[config.mk]
export PLATFORM = sky130hd
export DESIGN_NAME = y86_execute_stage
export DESIGN_NICKNAME = d
export VERILOG_FILES = /design/src/rtl/y86_pkg.sv /design/src/rtl/y86_cond_eval.sv /design/src/rtl/y86_execute_stage.sv
export SDC_FILE = /design/constraint.sdc
export NUM_CORES = 1
export LEC_CHECK = 0
export ABC_AREA = 1
export CORE_AREA = 2 2 244 246
export DETAILED_ROUTE_END_ITERATION = 7
export DIE_AREA = 0 0 246 248
export DONT_BUFFER_PORTS = 1
export PLACE_DENSITY = 0.31
export SLEW_MARGIN = 20
export SYNTH_ARGS = -nofsm -noshare
export SYNTH_HDL_FRONTEND = slang
export SYNTH_SLANG_ARGS = --single-unit
export TNS_END_PERCENT = 1
[constraint.sdc]
create_clock -name clk -period 1.53 [get_ports clk]
set_input_delay 0.306 -clock clk [delete_from_list [all_inputs] [get_ports clk]]
set_output_delay 0.306 -clock clk [all_outputs]
set_load 0.005 [all_outputs]
[src/rtl/y86_pkg.sv]
// Shared definitions for the Y86-64 pipeline blocks. It holds the instruction
// and function codes, the status codes, the register-ID sentinel, the ALU op
// encodings, and the field values a bubble loads into a pipeline register.
package y86_pkg;

    // Instruction codes
    localparam logic [3:0] IHALT   = 4'h0;
    localparam logic [3:0] INOP    = 4'h1;
    localparam logic [3:0] IRRMOVQ = 4'h2;
    localparam logic [3:0] IIRMOVQ = 4'h3;
    localparam logic [3:0] IRMMOVQ = 4'h4;
    localparam logic [3:0] IMRMOVQ = 4'h5;
    localparam logic [3:0] IOPQ    = 4'h6;
    localparam logic [3:0] IJXX    = 4'h7;
    localparam logic [3:0] ICALL   = 4'h8;
    localparam logic [3:0] IRET    = 4'h9;
    localparam logic [3:0] IPUSHQ  = 4'hA;
    localparam logic [3:0] IPOPQ   = 4'hB;

    // Function codes: ALU operations (used with IOPQ)
    localparam logic [3:0] FADDQ = 4'h0;
    localparam logic [3:0] FSUBQ = 4'h1;
    localparam logic [3:0] FANDQ = 4'h2;
    localparam logic [3:0] FXORQ = 4'h3;

    // Function codes: conditions (used with IJXX / IRRMOVQ)
    localparam logic [3:0] C_YES = 4'h0;
    localparam logic [3:0] C_LE  = 4'h1;
    localparam logic [3:0] C_L   = 4'h2;
    localparam logic [3:0] C_E   = 4'h3;
    localparam logic [3:0] C_NE  = 4'h4;
    localparam logic [3:0] C_GE  = 4'h5;
    localparam logic [3:0] C_G   = 4'h6;

    // Status codes
    localparam logic [2:0] SAOK = 3'd1;
    localparam logic [2:0] SHLT = 3'd2;
    localparam logic [2:0] SADR = 3'd3;
    localparam logic [2:0] SINS = 3'd4;

    // "No register" destination ID
    localparam logic [3:0] RNONE = 4'hF;

    // ALU op encodings driven onto alu_op
    typedef enum logic [1:0] {
        ALU_ADD = 2'b00,
        ALU_SUB = 2'b01,
        ALU_AND = 2'b10,
        ALU_XOR = 2'b11
    } alu_op_e;

    // Field values of a bubble (an inserted nop)
    localparam logic [2:0] BUBBLE_STAT  = SAOK;
    localparam logic [3:0] BUBBLE_ICODE = INOP;
    localparam logic       BUBBLE_CND   = 1'b0;
    localparam logic [3:0] BUBBLE_DST   = RNONE;

endpackage

[src/rtl/y86_cond_eval.sv]
// Y86-64 condition evaluator. It is purely combinational and is shared by the
// execute stage and the fetch-side branch logic.
//   ifun : condition function code (0 = always, 1..6 = le/l/e/ne/ge/g)
//   cc   : condition codes {ZF,SF,OF}
//   cnd  : 1 when the condition holds; codes 7..F always give 0
module y86_cond_eval
    import y86_pkg::*;
(
    input  logic [3:0] ifun,
    input  logic [2:0] cc,
    output logic       cnd
);

    logic w_zf;
    logic w_sf;
    logic w_of;
    logic w_lt;

    assign w_zf = cc[2];
    assign w_sf = cc[1];
    assign w_of = cc[0];
    // Signed less-than after a compare: the sign is wrong exactly when it overflowed.
    assign w_lt = w_sf ^ w_of;

    always_comb begin
        cnd = 1'b0;
        case (ifun)
            C_YES:   cnd = 1'b1;
            C_LE:    cnd = w_lt | w_zf;
            C_L:     cnd = w_lt;
            C_E:     cnd = w_zf;
            C_NE:    cnd = ~w_zf;
            C_GE:    cnd = ~w_lt;
            C_G:     cnd = ~w_lt & ~w_zf;
            default: cnd = 1'b0;
        endcase
    end

endmodule

[src/rtl/y86_execute_stage.sv]
// Y86-64 execute stage. It selects the ALU operands and op from the E register
// and holds the condition-code register. It evaluates the jXX/cmovXX condition
// and registers the E->M pipeline register.
//   clk, rst_n                 : clock; asynchronous active-low reset
//   E_*                        : decode-stage register outputs (instruction in E)
//   m_stat, W_stat             : later-stage status; an exception there blocks CC writes
//   alu_out, alu_cc            : result and flags returned by the external ALU
//   M_stall, M_bubble          : M-register control from the hazard unit
//   alu_inp1, alu_inp2, alu_op : ALU request (inp1 op inp2)
//   cc_q                       : condition-code register {ZF,SF,OF}
//   e_cnd, e_dstE, e_valE      : condition result and forwarding sources
//   M_*                        : E->M pipeline register
module y86_execute_stage
    import y86_pkg::*;
#(
    parameter int         W        = 64,
    parameter logic [2:0] CC_RESET = 3'b100
) (
    input  logic         clk,
    input  logic         rst_n,
    input  logic [2:0]   E_stat,
    input  logic [3:0]   E_icode,
    input  logic [3:0]   E_ifun,
    input  logic [W-1:0] E_valA,
    input  logic [W-1:0] E_valB,
    input  logic [W-1:0] E_valC,
    input  logic [3:0]   E_dstE,
    input  logic [3:0]   E_dstM,
    input  logic [2:0]   m_stat,
    input  logic [2:0]   W_stat,
    input  logic [W-1:0] alu_out,
    input  logic [2:0]   alu_cc,
    input  logic         M_stall,
    input  logic         M_bubble,
    output logic [W-1:0] alu_inp1,
    output logic [W-1:0] alu_inp2,
    output logic [1:0]   alu_op,
    output logic [2:0]   cc_q,
    output logic         e_cnd,
    output logic [3:0]   e_dstE,
    output logic [W-1:0] e_valE,
    output logic [2:0]   M_stat,
    output logic [3:0]   M_icode,
    output logic         M_cnd,
    output logic [W-1:0] M_valE,
    output logic [W-1:0] M_valA,
    output logic [3:0]   M_dstE,
    output logic [3:0]   M_dstM
);

    // Stack-pointer adjustment constants at datapath width
    localparam logic [W-1:0] W_PLUS8  = W'(8);
    localparam logic [W-1:0] W_MINUS8 = ~W'(7);

    logic [2:0]   r_cc;
    logic         w_cnd;
    logic         w_set_cc;
    logic [3:0]   w_dste;

    logic [2:0]   r_m_stat;
    logic [3:0]   r_m_icode;
    logic         r_m_cnd;
    logic [W-1:0] r_m_vale;
    logic [W-1:0] r_m_vala;
    logic [3:0]   r_m_dste;
    logic [3:0]   r_m_dstm;

    // ALU operand / op selection
    always_comb begin
        alu_inp1 = '0;
        alu_inp2 = '0;
        alu_op   = ALU_ADD;

        case (E_icode)
            IOPQ, IRMMOVQ, IMRMOVQ, ICALL, IRET, IPUSHQ, IPOPQ: alu_inp1 = E_valB;
            default:                                            alu_inp1 = '0;
        endcase

        case (E_icode)
            IRRMOVQ, IOPQ:             alu_inp2 = E_valA;
            IIRMOVQ, IRMMOVQ, IMRMOVQ: alu_inp2 = E_valC;
            ICALL, IPUSHQ:             alu_inp2 = W_MINUS8;
            IRET, IPOPQ:               alu_inp2 = W_PLUS8;
            default:                   alu_inp2 = '0;
        endcase

        // An OPq with an undefined ifun still drives ifun[1:0]. Decode has
        // already marked it SINS, and that also blocks the CC write below.
        if (E_icode == IOPQ) begin
            alu_op = E_ifun[1:0];
        end
    end

    // The condition is evaluated from the committed CC only. A flag update
    // that this same cycle produces is not bypassed.
    y86_cond_eval u_cond_eval (
        .ifun (E_ifun),
        .cc   (r_cc),
        .cnd  (w_cnd)
    );

    assign w_set_cc = (E_icode == IOPQ) && (E_stat == SAOK) &&
                      (m_stat == SAOK) && (W_stat == SAOK);

    // A cmov whose condition fails writes no register.
    assign w_dste = ((E_icode == IRRMOVQ) && !w_cnd) ? RNONE : E_dstE;

    always_ff @(posedge clk or negedge rst_n) begin
        if (!rst_n) begin
            r_cc <= CC_RESET;
        end else if (w_set_cc) begin
            r_cc <= alu_cc;
        end
    end

    // E->M register. Bubble wins over stall if both are asserted.
    always_ff @(posedge clk or negedge rst_n) begin
        if (!rst_n) begin
            r_m_stat  <= BUBBLE_STAT;
            r_m_icode <= BUBBLE_ICODE;
            r_m_cnd   <= BUBBLE_CND;
            r_m_vale  <= '0;
            r_m_vala  <= '0;
            r_m_dste  <= BUBBLE_DST;
            r_m_dstm  <= BUBBLE_DST;
        end else if (M_bubble) begin
            r_m_stat  <= BUBBLE_STAT;
            r_m_icode <= BUBBLE_ICODE;
            r_m_cnd   <= BUBBLE_CND;
            r_m_vale  <= '0;
            r_m_vala  <= '0;
            r_m_dste  <= BUBBLE_DST;
            r_m_dstm  <= BUBBLE_DST;
        end else if (!M_stall) begin
            r_m_stat  <= E_stat;
            r_m_icode <= E_icode;
            r_m_cnd   <= w_cnd;
            r_m_vale  <= alu_out;
            r_m_vala  <= E_valA;
            r_m_dste  <= w_dste;
            r_m_dstm  <= E_dstM;
        end
    end

    assign cc_q    = r_cc;
    assign e_cnd   = w_cnd;
    assign e_dstE  = w_dste;
    assign e_valE  = alu_out;

    assign M_stat  = r_m_stat;
    assign M_icode = r_m_icode;
    assign M_cnd   = r_m_cnd;
    assign M_valE  = r_m_vale;
    assign M_valA  = r_m_vala;
    assign M_dstE  = r_m_dste;
    assign M_dstM  = r_m_dstm;

endmodule

# Word-level counts from Yosys, hierarchy flattened
# Cells that the tools add are included.
word_totals:
  register_bits: 147
  out_inout_bits: 346
classes:
  bitwise: 5
  reduce_logical: 11
  eq_ne: 19
  n_mux: 19
op_table:
  columns: ["operator", "n"]
  rows:
  - ["64-bit 2-to-1 mux", 5]
  - ["64-bit one-hot mux with 4 select lines", 1]
  - ["4-bit 2-to-1 mux", 7]
  - ["4-bit by 3-bit equality test with 1-bit output, second input constant", 6]
  - ["4-bit by 2-bit equality test with 1-bit output, second input constant", 4]
  - ["4-bit equality test, second input constant", 4]
  - ["3-bit by 1-bit equality test with 1-bit output, second input constant", 3]
  - ["1-bit one-hot mux with 7 select lines", 1]
  - ["7-bit OR reduction", 1]
  - ["3-bit 2-to-1 mux", 2]
  - ["2-bit OR reduction", 3]
  - ["4-bit by 1-bit equality test with 1-bit output, second input constant", 1]
  - ["1-bit logical AND", 4]
  - ["4-bit zero test", 1]
  - ["3-bit OR reduction", 1]
  - ["1-bit 2-to-1 mux", 2]
  - ["2-bit 2-to-1 mux", 1]
  - ["2-bit by 1-bit inequality test with 1-bit output, second input constant", 1]
  - ["1-bit NOT", 2]
  - ["1-bit bitwise AND", 1]
  - ["1-bit zero test", 1]
  - ["1-bit OR", 1]
  - ["1-bit bitwise XOR", 1]

# Depth between registers and ports, before layout
# Gate-level depths: netlist (run 1).
logic_depth:
  word_depth: 9
  depth_mapped: 11
  mapped_depth_nobuf: 11

# Hierarchy
# From an unflattened synthesis (run 1), not the netlist that was laid out.
hier_totals:
  hier_cells: 820
  area_unflattened_um2: 7325.8
modules_own_cells:
  columns: ["mod", "n_inst", "cells_each", "area_each_um2"]
  rows:
  - ["y86_execute_stage", 1, 797, 7230.7]
  - ["y86_cond_eval", 1, 23, 95.1]

# Worst setup path after synthesis (run 1)
# Ideal clock, no wire load.
synth_timing:
  path_kind: "reg2out"
  startpoint: "reg r_cc[2] (netlist: cc_q[2])"
  endpoint: "out e_dstE[0]"
  path_slack_ns: 0.158
  n_path_buf: 0
  arrival_time_ns: 1.066
  path_stages_with_launch: 8
  cell_sequence: "dfstp_2 > nand2_1 > and2_1 > nand2_1 > nand2_1 > nand2_1 > nand2_1 > nand2_1"
synth_via:
  elab_chain_len: 6
  elab_cells_between_ends: 7
  classes_between: "mux (2); bitwise (3); reduce/logical (2)"
synth_lines:
  columns: ["item", "line", "text"]
  rows:
  - ["start, declared", "y86_execute_stage.sv:55", "logic [2:0] r_cc;"]
  - ["start signal, assigned", "y86_execute_stage.sv:112", "r_cc <= alu_cc;"]
  - ["1-bit NOT", "y86_cond_eval.sv:32, y86_cond_eval.sv:34", null]
  - ["1-bit bitwise AND", "y86_cond_eval.sv:34", "C_G: cnd = ~w_lt & ~w_zf;"]
  - ["1-bit one-hot mux with 7 select lines *", "y86_cond_eval.sv:27", "case (ifun)"]
  - ["1-bit zero test *", "y86_execute_stage.sv:106", "assign w_dste = ((E_icode == IRRMOVQ) && !w_cnd) ? RNONE : E_dstE;"]
  - ["1-bit logical AND *", "y86_execute_stage.sv:106", null]
  - ["4-bit 2-to-1 mux *", "y86_execute_stage.sv:106", null]
  - ["end, declared", "y86_execute_stage.sv:40", "output logic [3:0] e_dstE,"]
# Mark *: on every way between the ends. The rest lies on a longest branch, timed or not.

# Final worst setup path (run 1)
layout_timing:
  startpoint: "reg r_cc[2] (netlist: cc_q[2])"
  endpoint: "out e_dstE[3]"
# The elaborated chain is that of the path after synthesis.

==> results of run 1 <==
-- final cells by class --
cell class                      count  share of cell area (%)
Timing Repair Buffer              164                   16.45
Inverter                          213                   7.930
Clock buffer                       18                   4.349
Clock inverter                     14                   1.412
Sequential cell                   147                   36.56
Tap cell                          773                   9.578
Multi-Input combinational cell    397                   23.67
Antenna cell                        2                 0.04956
-- report_power, final --
part | switching, mW | internal (mW)
combinational | 0.723 | 0.584
sequential | 0.212 | 4.11
clock | 1.99 | 2.33
-- layer usage --
layer / up-vias / GRT usage [%] / wire length (um)
li1: 2884 / - / -
met1: 3099 / 10.94 / 12000
met2: 404 / 15.68 / 14960
met3: 42 / 4.358 / 3356
met4: 2 / 4.759 / 940
met5: - / 0 / 13
-- layout by cell type (no fill, tap or decap), types with 2 or more instances in the layout --
cell / instances
o221ai_1: 57
inv_1: 208
nor2_1: 72
diode_2: 2
inv_8: 3
clkinv_4: 3
nand2_4: 2
nor2_4: 4
buf_6: 2
o21ai_0: 20
dfrtp_1: 136
dfstp_2: 11
buf_12: 9
nand2_1: 92
a21oi_4: 2
inv_6: 4
o22a_1: 4
dlygate4sd3_1: 124
a22o_1: 67
a21oi_1: 6
o221ai_2: 3
o22ai_1: 3
inv_2: 4
clkbuf_16: 17
buf_4: 29
nand2_2: 4
o21ai_1: 51
clkinv_2: 3
-- repair_timing --
action / in CTS / in global routing
hold endpoints to repair: 271 / 147
setup endpoints to repair: 39 / 45
gates cloned: 0 / 0
pin swaps: 4 / 1
setup buffers: 1 / 0
resized for setup: 12 / 3
-- critical path: stages (launching register included) --
cell and delay [ns]:
dfstp_2 0.56, nand2_1 0.05, and2_1 0.13, nand2_1 0.05, nand2_1 0.04, nand2_1 0.06
nand2_1 0.06, buf_6 0.15, nand2_4 0.09
-- cell usage after synthesis --
cell type	count	area share, %
dfstp_2	11	3.8
nor2_1	73	3.6
buf_4	64	6.3
o22ai_1	3	0.25
inv_1	210	10
nand3b_1	1	0.099
dfrtp_1	136	45
nand2_1	98	4.8
nor3_2	1	0.13
o221ai_1	60	6.9
a22o_1	67	7.7
and2_1	1	0.082
clkbuf_1	11	0.54
a21oi_4	2	0.43
nor4_1	1	0.082
o21ai_1	51	3.4
o22a_1	4	0.46
a31oi_1	1	0.082
nand3_1	1	0.066
nor2_2	1	0.082
nand4_2	1	0.16
buf_2	36	2.4
o21bai_1	1	0.099
nor2_4	3	0.44
buf_6	6	0.89
nor3_1	1	0.066
a21oi_1	6	0.40
inv_2	3	0.15
o21ai_0	20	1.3
-- sequential cells by signal, indices dropped and copies added (netlist names) --
name / flops
M_icode: 4
M_valA: 64
cc_q: 3
M_cnd: 1
M_stat: 3
M_dstE: 4
M_dstM: 4
M_valE: 64
-- metrics by stage --
step	TNS, ns	hold slack [ns]	instances	power (mW)	setup WS, ns
finish	-2.221	-0.4717	1728	9.951	-0.4461
global route	-4.507	-0.5309	1728	10.51	-0.6400
detailed placement	-1.580	0.01458	1569	5.430	-0.08546
CTS	-2.654	-0.5332	1726	10.21	-0.5457
global placement	-2.755	0.01472	1569	5.438	-0.1984
floorplan	0	0.01041	874	5.161	0.1577
-- logic make-up after synthesis --
logic type | Yosys count | synth area share [%]
buffers and inverters | 330 | 20.66
DFF | 147 | 48.62
AOI/OAI and AO/OA | 215 | 21.04
and+or+nand+nor | 182 | 9.672
-- how the worst max path moves through the flow --
stage,startpoint,to,depth (start not counted)
2_1_floorplan,cc_q[2]$_DFFE_PN1P_,e_dstE[0],7
5_1_grt,cc_q[2]$_DFFE_PN1P_,e_dstE[2],8
6_report,cc_q[2]$_DFFE_PN1P_,e_dstE[3],8
4_1_cts,cc_q[2]$_DFFE_PN1P_,e_dstE[3],8
3_5_place_dp,cc_q[2]$_DFFE_PN1P_,e_dstE[3],8
3_3_place_gp,E_icode[1],e_dstE[3],6
==> reports/metrics.yaml, run 1 <==
placement:
  place_area_sq_um: 8203
  io_buffers: 0
  place_congestion: 0.8243
  hpwl_um: 22960
worst_setup_path:
  reg2reg_slack_ns: 0.14
  cp-end-kind: "primary output"
  r2r-end: "M_dstE[1]$_DFFE_PN1P_"
  path_max_fanout: 4
  r2r_cells: 10
  regToRegStartpoint: "cc_q[2]$_DFFE_PN1P_"
  cp_data_required_time_ns: 1.22
  startpoint_type: "register"
  cp.arrival_ns: 1.67
  critical_path_class: "register to primary output"
synthesis:
  synth_cells: 874
  synth-seq-cells: 147
  syn-num-nets: 1162
  synth_area_sq_um: 7594
  ys_seq_area_share_pct: 48.62
  yosys_warnings: 0
  syn_area_per_cell_sq_um: 8.688
  synth_cell_type_count: 29
drt:
  drt_pass1_iterations: 4
  viasPerCell: 3.722
  wl_per_cell_um: 18.10
  wirelength_um: 31270
  drt.antenna.violating_nets: 0
  vias: 6431
  drt_iter0_markers: 358
  drc: 0
power_and_ir_drop:
  power_leakage_nw: 4.889
  ir_drop_v: 0.0007854
  power_density_nw_per_um2: 985.4
cells_and_area:
  final_area_sq_um: 10100
  syn_to_final_growth_pct: 32.99
  postLayoutCoreUtil_pct: 17.27
  fillers: 6494
  seq_area_sq_um: 3692
  multi_input_area_sq_um: 2390
  finalNetCount: 1228
  drive_above_1_share_pct: 11.23
die:
  num_rows: 89
  die_w_um: 246
  pin_count: 634
  core_area_sq_um: 58460
  fp.dieH_um: 248
  die-area_sq_um: 61010
  start_util_pct: 12.99
clock_tree:
  clock_latency_ns: 0.47
  htreeDepth: 4
  numCtsBuffers: 17
  cts_sinks: 147
  cts_root_buf: "clkbuf_16"
  cts_tree: "built"
  hold_buffers: 124
  clockBufferDepth: 2
  clk_pin_slew_ns: 0.07
sta:
  rsz0062_at_grt: "yes"
  fin_ws_ns: -0.4461
  tightest_slew_ns: 0.5962
  finalCritPeriodShare_pct: 129.2
  finalSetupViolCount: 16
  finClkSkew_ns: 0.01022
  hold_ws_ns: -0.4717
  min_period_ns: 1.976
  drv_slew: 0
  slew_headroom_pct: 60.25
  max_freq_ghz: 0.5060
  hold_viol_final: 147
global_routing:
  grt_max_degree: 148
  grt_pass1_vias: 6231
  grt_usage_pct: 9.743
  overflow: 0
  grt_first_pass_wirelength_um: 42480
  antenna_found_initial: 5
status:
  violations: "hold timing, setup timing"
  status: "finished, violations left"
flow_run:
  drv_cap: 0
min_path:
  hp-class: "primary input to asynchronous set/reset pin"
(Power assumes the default switching activity.)
==> run 2: changes to the inputs <==
--- a/config.mk
+++ b/config.mk
@@ -10,6 +10,7 @@
 export DETAILED_ROUTE_END_ITERATION = 7
 export DIE_AREA = 0 0 246 248
 export DONT_BUFFER_PORTS = 1
+export GPL_ROUTABILITY_DRIVEN = 0
 export PLACE_DENSITY = 0.31
 export SLEW_MARGIN = 20
 export SYNTH_ARGS = -nofsm -noshare
==> results of run 2 <==
Same layout as run 1: the final DEF is identical, and so are final timing and power.
